`config.mk`:
```
export PLATFORM = sky130hd
export DESIGN_NAME = ofmaps_axis_out_fifo
export DESIGN_NICKNAME = d
export VERILOG_FILES = /design/src/rtl/ofmaps_axis_out_fifo.sv
export SDC_FILE = /design/constraint.sdc
export NUM_CORES = 1
export LEC_CHECK = 0
export CORE_MARGIN = 2
export CORE_UTILIZATION = 25
export CTS_BUF_LIST = sky130_fd_sc_hd__clkbuf_16
export CTS_CLUSTER_DIAMETER = 100
export CTS_CLUSTER_SIZE = 16
export DETAILED_ROUTE_END_ITERATION = 10
export PLACE_DENSITY = 0.38
export REMOVE_ABC_BUFFERS = 1
export SYNTH_ARGS = -nofsm -noshare
export SYNTH_HDL_FRONTEND = slang
export SYNTH_SLANG_ARGS = --single-unit
```
`constraint.sdc`:
```
create_clock -name clk -period 6.21 [get_ports clk]
set_input_delay 0.9315 -clock clk [delete_from_list [all_inputs] [get_ports clk]]
set_output_delay 0.9315 -clock clk [all_outputs]
set_load 0.03 [all_outputs]
```
`src/rtl/ofmaps_axis_out_fifo.sv`:
```
// Output-feature-map stream FIFO: producer beats (no backpressure) into an AXI4-Stream master
// with a registered first-word-fall-through output stage and frame tracking.
//
// state    | meaning
// ---------+-----------------------------------------------------------
// S_IDLE   | between frames, no beat of the current frame accepted yet
// S_STREAM | inside a frame, at least one beat accepted, TLAST not yet seen
// S_DONE   | the TLAST beat was accepted on the previous edge (frame_done)
module ofmaps_axis_out_fifo #(
   parameter int C_M_AXIS_TDATA_WIDTH = 32,
   parameter int FIFO_DEPTH           = 16,
   parameter int ALMOST_FULL_MARGIN   = 4
) (
   input  logic                                clk,
   input  logic                                rst_n,
   input  logic                                in_valid,
   input  logic [C_M_AXIS_TDATA_WIDTH-1:0]     in_data,
   input  logic                                in_last,
   input  logic                                axis_clear,
   input  logic                                M_AXIS_TREADY,
   output logic                                M_AXIS_TVALID,
   output logic [C_M_AXIS_TDATA_WIDTH-1:0]     M_AXIS_TDATA,
   output logic                                M_AXIS_TLAST,
   output logic [C_M_AXIS_TDATA_WIDTH/8-1:0]   M_AXIS_TSTRB,
   output logic                                fifo_full,
   output logic                                fifo_empty,
   output logic                                almost_full,
   output logic                                overflow,
   output logic                                frame_done,
   output logic [15:0]                         beat_cnt
);

   localparam int DW = C_M_AXIS_TDATA_WIDTH;
   localparam int AW = $clog2(FIFO_DEPTH);
   localparam logic [AW:0] L_DEPTH  = (AW+1)'(FIFO_DEPTH);
   localparam logic [AW:0] L_MARGIN = (AW+1)'(ALMOST_FULL_MARGIN);

   typedef enum logic [1:0] {S_IDLE, S_STREAM, S_DONE} state_t;

   logic [DW:0]   r_mem [FIFO_DEPTH];
   logic [AW-1:0] r_wr_ptr;
   logic [AW-1:0] r_rd_ptr;
   logic [AW:0]   r_count;
   logic          r_tvalid;
   logic [DW-1:0] r_tdata;
   logic          r_tlast;
   logic          r_overflow;
   logic [15:0]   r_beat_cnt;
   state_t        r_state;

   logic          w_pop;
   logic          w_push;
   logic          w_drop;
   logic          w_head_ok;
   logic [AW-1:0] w_rd_next;

   assign w_pop     = r_tvalid & M_AXIS_TREADY & ~axis_clear;
   assign w_push    = in_valid & ~axis_clear & ((r_count < L_DEPTH) | w_pop);
   assign w_drop    = in_valid & ~axis_clear & ~w_push;
   assign w_rd_next = r_rd_ptr + AW'(w_pop);
   // Head after this edge's pop must already be in storage; a beat written on this
   // same edge only becomes visible one edge later.
   assign w_head_ok = r_count > (AW+1)'(w_pop);

   // Storage is not reset: entries are only read once the count says they were written.
   always_ff @(posedge clk) begin
      if (w_push) begin
         r_mem[r_wr_ptr] <= {in_last, in_data};
      end
   end

   always_ff @(posedge clk or negedge rst_n) begin
      if (!rst_n) begin
         r_wr_ptr   <= '0;
         r_rd_ptr   <= '0;
         r_count    <= '0;
         r_tvalid   <= 1'b0;
         r_tdata    <= '0;
         r_tlast    <= 1'b0;
         r_overflow <= 1'b0;
         r_beat_cnt <= '0;
         r_state    <= S_IDLE;
      end else if (axis_clear) begin
         r_wr_ptr   <= '0;
         r_rd_ptr   <= '0;
         r_count    <= '0;
         r_tvalid   <= 1'b0;
         r_tdata    <= '0;
         r_tlast    <= 1'b0;
         r_overflow <= 1'b0;
         r_beat_cnt <= '0;
         r_state    <= S_IDLE;
      end else begin
         r_wr_ptr <= r_wr_ptr + AW'(w_push);
         r_rd_ptr <= w_rd_next;
         case ({w_push, w_pop})
            2'b10:   r_count <= r_count + 1'b1;
            2'b01:   r_count <= r_count - 1'b1;
            default: r_count <= r_count;
         endcase

         if (w_drop) begin
            r_overflow <= 1'b1;
         end

         if (w_head_ok) begin
            r_tvalid           <= 1'b1;
            {r_tlast, r_tdata} <= r_mem[w_rd_next];
         end else begin
            r_tvalid <= 1'b0;
         end

         if (w_pop) begin
            r_beat_cnt <= r_tlast ? 16'd0 : r_beat_cnt + 16'd1;
         end

         case (r_state)
            S_IDLE: begin
               if (w_pop) r_state <= r_tlast ? S_DONE : S_STREAM;
            end
            S_STREAM: begin
               if (w_pop && r_tlast) r_state <= S_DONE;
            end
            S_DONE: begin
               if (w_pop) r_state <= r_tlast ? S_DONE : S_STREAM;
               else       r_state <= S_IDLE;
            end
            default: r_state <= S_IDLE;
         endcase
      end
   end

   assign M_AXIS_TVALID = r_tvalid;
   assign M_AXIS_TDATA  = r_tdata;
   assign M_AXIS_TLAST  = r_tlast;
   assign M_AXIS_TSTRB  = '1;
   assign fifo_empty    = (r_count == '0);
   assign fifo_full     = (r_count == L_DEPTH);
   assign almost_full   = ((L_DEPTH - r_count) <= L_MARGIN);
   assign overflow      = r_overflow;
   assign frame_done    = (r_state == S_DONE);
   assign beat_cnt      = r_beat_cnt;

endmodule

```
==> run_results.csv <==
group,metric,value,unit
synthesis,synthTopCellsByArea,"edfxtp_1, mux4_2, dfrtp_1",
timing,hold_violations,0,
worst_setup_path,worst_setup_path_start_kind,"input pin",
synthesis,seq_area_frac_synth,75.9,%
floorplanning,io_pins,97,
floorplanning,num_rows,111,
synthesis,syn_area,23100,sq um
route,vias,11500,
synthesis,synth_top_family_by_area,"multiplexers",
cts,cts_buffers,44,
floorplanning,die_y,308,um
floorplanning,die_w,308,um
finish,multi_input_area,5330,sq um
power,power.switching,2.35,mW
synthesis,yosys.area_share.simple,4.26,%
placement,dp_slack,1780,ps
power,power_frac_comb,16.2,%
timing,rsz0062_at_grt,"no",
route,via_per_inst,4.54,
grt,antenna_found_initial,3,
cts,cts_hold_buffers,0,
cts,cts_tree,"built",
finish,drive_gt1_share,18.9,%
cts,post_cts_resize_count,0,
timing,period_needed,3740,ps
placement,portBuffers,92,
finish,syn_to_final_growth,17.0,%
synthesis,synth_compound_gate_area_share,4.14,%
power,finalPower,8.82,mW
worst_setup_path,setup.worst_path.end_class,"register",
floorplanning,coreArea,91500,sq um
timing,fmax,268,MHz
route,ant_nets,0,
timing,skew,29.5,ps
power,internal-power,6.47,mW
power,p_leak,8.80,nW
cts,htreeDepth,2,
power,power_density,327,nW/um^2
finish,nets,1368,
worst_setup_path,required,6690,ps
timing,fin_crit_sh,60.2,%
synthesis,syn_area_per_cell,19.2,sq um
cts,clock-sinks,594,
synthesis,yosysTopAreaCellShare,68.7,%
power,vdd_drop_max,0.216,mV
route,drc,0,
synthesis,synth-seq-cells,594,
power,p_clk_share,31.6,%
cts,postCtsSetupBuffers,0,
finish,diodes,0,
worst_setup_path,worstPathArrival,4220,ps
placement,gp_congestion,0.699,
cts,cts.reportedPaths.clkPinSlew,70,ps
cts,cts_root_buffer,"clkbuf_16",
synthesis,synth_top_area_cell,"edfxtp_1",
synthesis,synth_cell_type_count,46,
grt,grt_max_degree,68,
timing,setup_viol,0,
floorplanning,die_area,94700,sq um
synthesis,ys.flop_type,"edfxtp_1",
synthesis,synth_edf_count,528,
placement,placed_cell_area,25600,sq um
finish,fillers,8957,
route,drtIter0Drc,761,
finish,finish.utilization,29.5,%
synthesis,synth_adder_area_share,0.684,%
floorplanning,initial_core_util,25.2,%
grt,grt_pass1_vias,12000,
synthesis,muxShareOfSynthArea,12.9,%
power,seqPwrFrac,52.2,%
timing,finalHoldWorstSlack,283,ps
timing,setup_tns,0,ps
grt,grt_use_total,13.0,%
route,wl_per_cell,24.1,um
synthesis,synth_async_sr_flop_share,11.1,%
timing,drv_slew,0,
grt,grt-ovfl-total,0,
run_status,outcome,"complete, no violations",
placement,placedCellCount,2458,
route,firstDrtPassIters,7,
timing,fin_ws,2470,ps
hold_path,hold_path_class,"in -> async",
grt,grt_pass1_wl,88600,um
placement,detailed_place_hpwl,31100,um
cts,clk_path_buf_depth,3,
finish,final_cells,2537,
synthesis,synthCells,1203,
synthesis,ys_warn_count,0,
power,p_sw_share,26.6,%
cts,clock_latency,600,ps
finish,design_area,27000,sq um
timing,worstMarginPinSlew,1200,ps
timing,max_slew_margin,19.8,%
synthesis,yosys.area_share.xor_xnor,0.342,%
flow_run,drv_cap,0,
route,routed_wl,61000,um
worst_setup_path,path_class,"in -> reg",
finish,seq_area,17500,sq um
worst_setup_path,path_max_fanout,53,
==> cell usage after synthesis (8+ instances only) <==
cell type,n
a211o_1,33
a21oi_1,73
buf_2,19
buf_6,10
clkbuf_1,27
dfrtp_1,66
edfxtp_1,528
ha_1,11
inv_1,8
mux4_2,132
nand2_1,151
nand3_1,8
nor2_1,20
nor3_1,12
o21ai_0,23
==> cells by family after synthesis <==
group                      after synthesis
DFF                                    594
and+or+nand+nor                        227
AOI/OAI and AO/OA                      152
muxes                                  133
buffers and inverters                   75
adders and majority gates               12
xor gates and xnor gates                 9
other                                    1
==> sequential cells by signal, summed over array words and instances, names as in the netlist <==
| name | cells |
|---|---|
| beat_cnt | 16 |
| r_rd_ptr | 4 |
| M_AXIS_TVALID | 1 |
| r_state | 2 |
| overflow | 1 |
| M_AXIS_TDATA | 32 |
| r_wr_ptr | 4 |
| r_count | 5 |
| M_AXIS_TLAST | 1 |
| r_mem | 528 |
==> routing by layer <==
metal | routed length (um) | global-route usage, %
met1 | 28400 | 18.1
met2 | 29400 | 21.5
met3 | 2280 | 1.86
met4 | 913 | 2.87
met5 | 35 | 0
==> worst max-delay path, stage by stage <==
cell             delay (ps)
clkdlybuf4s50_1         460
buf_4                   280
nor2_1                  180
ha_4                    200
ha_4                    900
buf_4                   410
mux4_2                  350
nand2_1                  90
a21oi_1                  70
a211o_1                 300
==> path summary, 6_finish.rpt <==
kind | slack [ps] | from | end | depth (start not counted)
setup / recovery | 2470 | axis_clear | M_AXIS_TDATA[31]$_DFFE_PN0P_ | 10
hold / removal | 280 | rst_n | M_AXIS_TDATA[26]$_DFFE_PN0P_ | 1
setup reg to reg | 2930 | r_count[1]$_DFFE_PN0P_ | r_mem[0][17]$_DFFE_PP_ | 7
hold reg to reg | 480 | r_state[1]$_DFFE_PN0P_ | r_state[0]$_DFFE_PN0P_ | 1
max in group asynchronous | 4710 | rst_n | M_AXIS_TDATA[31]$_DFFE_PN0P_ | 2
min in group clk | 480 | r_state[1]$_DFFE_PN0P_ | r_state[0]$_DFFE_PN0P_ | 1
==> layout by cell type (no fill, tap or decap), types with 6 or more instances in the layout <==
master	count
edfxtp_1	528
nand2_1	150
mux4_2	132
clkdlybuf4s50_1	91
a21oi_1	73
dfrtp_1	66
clkbuf_16	45
inv_1	36
buf_4	36
a211o_1	33
o21ai_0	23
nor2_1	18
nor3_2	9
ha_1	9
nand3_1	8
nor4_2	7
nor2b_1	7
nand4_1	6
buf_12	6
==> power by group through the flow <==
| stage | sequential, mW | clock [mW] | combinational, mW |
|---|---|---|---|
| floorplan | 4.82 | 0 | 0.786 |
| global placement | 4.70 | 0 | 1.46 |
| detailed placement | 4.70 | 0 | 1.47 |
| CTS | 4.62 | 2.91 | 1.47 |
| global route | 4.63 | 3.05 | 1.55 |
| finish | 4.61 | 2.79 | 1.43 |
==> final cells by class <==
type | count | share of cell area [%]
flip-flops and latches | 594 | 64.9
repair buffers | 133 | 4.82
multi-input cells | 537 | 19.7
clock buffers | 45 | 4.17
well taps | 1186 | 5.50
clock inverters | 34 | 0.779
inverters | 8 | 0.111
(Power assumes the default switching activity.)
